File: src/rtl/key_event_decoder.sv
// Key gesture decoder: turns a debounced key level into short/double/long/repeat pulses.
// Latency: each pulse is registered and appears the cycle after the deciding edge; no backpressure, pulses are fire-and-forget.
module key_event_decoder #(
    parameter int LONG_CYC   = 50_000_000,
    parameter int DCLICK_CYC = 12_500_000,
    parameter int REPEAT_CYC = 5_000_000
) (
    input  logic clk,
    input  logic reset,
    input  logic key_state,
    output logic short_press,
    output logic double_click,
    output logic long_press,
    output logic auto_repeat
);

    localparam logic [2:0] IDLE   = 3'd0;
    localparam logic [2:0] PRESS1 = 3'd1;
    localparam logic [2:0] WAIT2  = 3'd2;
    localparam logic [2:0] PRESS2 = 3'd3;
    localparam logic [2:0] LONG   = 3'd4;

    // Terminal counts; each state compares against these before incrementing so cnt never wraps.
    localparam logic [25:0] LONG_LAST   = 26'(LONG_CYC - 1);
    localparam logic [25:0] DCLICK_LAST = 26'(DCLICK_CYC - 1);
    localparam logic [25:0] REPEAT_LAST = 26'(REPEAT_CYC - 1);

    logic [2:0]  state;
    logic [25:0] cnt;

    always_ff @(posedge clk) begin
        if (reset) begin
            state        <= IDLE;
            cnt          <= '0;
            short_press  <= 1'b0;
            double_click <= 1'b0;
            long_press   <= 1'b0;
            auto_repeat  <= 1'b0;
        end else begin
            short_press  <= 1'b0;
            double_click <= 1'b0;
            long_press   <= 1'b0;
            auto_repeat  <= 1'b0;
            case (state)
                IDLE: begin
                    if (key_state) begin
                        state <= PRESS1;
                        cnt   <= '0;
                    end
                end
                PRESS1: begin
                    if (!key_state) begin
                        state <= WAIT2;
                        cnt   <= '0;
                    end else if (cnt == LONG_LAST) begin
                        long_press <= 1'b1;
                        state      <= LONG;
                        cnt        <= '0;
                    end else begin
                        cnt <= cnt + 26'd1;
                    end
                end
                WAIT2: begin
                    // A second press wins even on the final window cycle.
                    if (key_state) begin
                        state <= PRESS2;
                    end else if (cnt == DCLICK_LAST) begin
                        short_press <= 1'b1;
                        state       <= IDLE;
                    end else begin
                        cnt <= cnt + 26'd1;
                    end
                end
                PRESS2: begin
                    if (!key_state) begin
                        double_click <= 1'b1;
                        state        <= IDLE;
                    end
                end
                LONG: begin
                    if (!key_state) begin
                        state <= IDLE;
                    end else if (cnt == REPEAT_LAST) begin
                        auto_repeat <= 1'b1;
                        cnt         <= '0;
                    end else begin
                        cnt <= cnt + 26'd1;
                    end
                end
                default: begin
                    state <= IDLE;
                    cnt   <= '0;
                end
            endcase
        end
    end

endmodule

File: config.mk
export PLATFORM = sky130hd
export DESIGN_NAME = key_event_decoder
export DESIGN_NICKNAME = d
export VERILOG_FILES = /design/src/rtl/key_event_decoder.sv
export SDC_FILE = /design/constraint.sdc
export NUM_CORES = 1
export LEC_CHECK = 0
export ABC_AREA = 1
export CAP_MARGIN = 10
export CORE_ASPECT_RATIO = 0.8
export CORE_MARGIN = 1.5
export CORE_UTILIZATION = 45
export CTS_CLUSTER_DIAMETER = 40
export DETAILED_ROUTE_END_ITERATION = 8
export PLACE_DENSITY = 0.71
export SLEW_MARGIN = 20
export SYNTH_ARGS = -nofsm -noshare
export SYNTH_HDL_FRONTEND = slang
export SYNTH_SLANG_ARGS = --single-unit
export TNS_END_PERCENT = 30
File: constraint.sdc
create_clock -name clk -period 2.6 [get_ports clk]
set_clock_uncertainty 0.05 [all_clocks]
set_input_delay 0.26 -clock clk [delete_from_list [all_inputs] [get_ports clk]]
set_output_delay 0.26 -clock clk [all_outputs]
set_load 0.01 [all_outputs]
==> impl_metrics.json <==
{
  "post-route-cell-area_sq_mm": 0.00255,
  "clk_pin_slew_ps": 70,
  "synth_nets": 382,
  "post_drt_wl_per_cell_um": 14.0,
  "synth_enable_flop_cells": 0,
  "drv_slew": 0,
  "hp-class": "reg2reg",
  "yosysMostFrequentCell": "nand2_1",
  "vias_per_cell": 5.45,
  "finalCritPeriodShare_pct": 81.2,
  "min_from": "cnt[3]",
  "synthDistinctLibCells": 33,
  "grt_first_pass_wirelength_um": 10500,
  "period_minus_slack_ps": 2110,
  "diodes": 0,
  "critPathKind": "reg2reg",
  "fp.coreArea_sq_mm": 0.00506,
  "status": "completed",
  "syn_inst": 378,
  "r2r-start": "cnt[0]",
  "worst_slack_ps": 488,
  "critPathLaunch": "cnt[0]",
  "cts_buffers": 5,
  "power_density_mw_per_mm2": 629,
  "max_slew_margin_pct": 57.7,
  "setup_viol": 0,
  "synth_top_cells_by_count": "109 x nand2_1, 63 x nor2_1, 42 x inv_1",
  "grt_max_degree": 32,
  "fin_tns_setup_ps": 0,
  "antenna_found_initial": 0,
  "synth_seq_area_share_pct": 27.7,
  "synth_ff_type": "dfxtp_1",
  "hpwl_um": 4570,
  "io_pins": 7,
  "num_vias": 2435,
  "fp.dieW_um": 84.4,
  "cp.required_ps": 2720,
  "drt_iter0_drc": 235,
  "port_buffers": 6,
  "dr.pass1.iters": 5,
  "wirelength_um": 6250,
  "cts-root-buf": "clkbuf_8",
  "grt_pass1_vias": 2141,
  "yosys-top-cells-area": "dfxtp_1 28%, nand2_1 17%, nor2_1 9.9%",
  "gp_congestion": 1.03,
  "initial_core_util_pct": 47.1,
  "fmax_mhz": 473,
  "cts_buffer_depth": 2,
  "clk_latency_ps": 290,
  "yosys_register_bits": 33,
  "ant_nets": 0,
  "peakVddDrop_v": 0.000446,
  "yosys.area.top_type_share_pct": 27.7,
  "critPathArrivalTime_ps": 2240,
  "syn_to_final_growth_pct": 6.98,
  "syn_area_per_cell_sq_um": 6.31,
  "cts_resized": 0,
  "hold_ws_ps": 450,
  "cts_tree": "done",
  "hold_depth": 2,
  "yosys_warnings": 0,
  "synthesis.area_sq_mm": 0.00238,
  "r2r_cells": 10,
  "dp_slack_ps": 317,
  "async_reset_ff_share_pct": 0,
  "die_h_um": 68.1,
  "reg2reg_to": "cnt[17]",
  "grt_usage_pct": 23.4,
  "ctsHoldBuffers": 0,
  "finalHoldViolCount": 0,
  "holdPathEnd": "cnt[3]",
  "die_area_sq_mm": 0.00575,
  "drc": 0,
  "synth_top_area_cell": "dfxtp_1",
  "placed_cell_area_sq_mm": 0.00246,
  "tightest_slew_ps": 631,
  "overflow": 0,
  "h-tree-depth": 2,
  "maxCapViolCount": 0,
  "crit_path_max_fanout": 31,
  "nets": 389,
  "finalPower_mw": 1.60,
  "rows": 23,
  "ff2ff_setup_slack_ps": 490,
  "cp-end-kind": "flop",
  "p_leak_nw": 0.914,
  "drive_above_1_share_pct": 12.7,
  "cts.sink_count": 33,
  "rsz0062_at_grt": "false",
  "start_kind": "flop",
  "postCtsSetupBuffers": 0
}
==> registers in the layout, summed over array words and instances, names as in the netlist <==
register / count
cnt: 26
state: 3
auto_repeat: 1
double_click: 1
long_press: 1
short_press: 1
==> cells in the final DEF, fill, tap and decap left out, types with 2 or more instances in the layout <==
cell type / count
nand2_2: 4
clkbuf_8: 6
dfxtp_1: 33
clkinv_1: 2
nor2_1: 63
o21ai_0: 4
nor2_2: 2
o21ai_1: 6
a21oi_1: 10
clkdlybuf4s50_1: 6
inv_2: 4
nand3_1: 30
buf_4: 2
inv_1: 42
nor3_1: 8
nand2_1: 109
nand4_1: 10
nor2_4: 5
nand3_4: 2
a21oi_2: 9
nand3_2: 11
nand3b_1: 3
xor2_1: 2
o21bai_1: 4
==> kinds of logic after synthesis <==
kind of cell	after synthesis	synth area share, %
AO/OA/AOI/OAI	34	9.13
adder cells (fa/ha/maj)	1	0.525
buffers and inverters	56	10.6
XOR/XNOR	3	1.10
flip-flops	33	27.7
AND/OR/NAND/NOR	251	50.9
==> layer usage <==
metal  global-route usage, %  vias up  wire, um
li1                        -     1215         -
met5                       0        -         0
met3                    5.31       19       494
met2                    35.1       94      2530
met1                    33.2     1107      3080
met4                    8.27        0       145
==> worst max-delay path: stages (launching register included) <==
cell and delay, ps:
dfxtp_1 360, ha_1 200, nand2_2 90, nor2_4 190
nand3_2 110, nor2_4 120, nand3_4 170, nand2_4 370
nor2_8 120, nand3_1 110, a21oi_1 80
==> area by class of cell <==
class | instances | area (sq um)
well taps | 62 | 77.6
clock buffers | 7 | 86.3
repair buffers | 8 | 75.1
inverters | 48 | 180
flip-flops and latches | 33 | 661
fillers | 511 | 2510
multi-input cells | 289 | 1470
==> worst max path at each step <==
stage                     slack, ps  cells past startpoint      end
after floorplan                 860                     11  cnt[11]
after global placement          430                      8  cnt[17]
final                           490                     10  cnt[17]
after CTS                       490                     10  cnt[17]
after global routing            290                      9  cnt[13]
after detailed placement        320                      8  cnt[17]
==> stage by stage <==
stage          util, %  instances
6_report          50.3        447
5_1_grt           50.3        447
4_1_cts           50.3        447
3_5_place_dp      48.6        440
3_3_place_gp      48.6        440
2_1_floorplan        -        378
==> power breakdown <==
group | leakage, nW | switching [mW] | internal, mW | total [mW]
Clock | 0.0443 | 0.190 | 0.210 | 0.400
Sequential | 0.266 | 0.0208 | 0.530 | 0.551
Combinational | 0.603 | 0.483 | 0.170 | 0.654
Note: power is estimated with default switching activity, not from simulation.
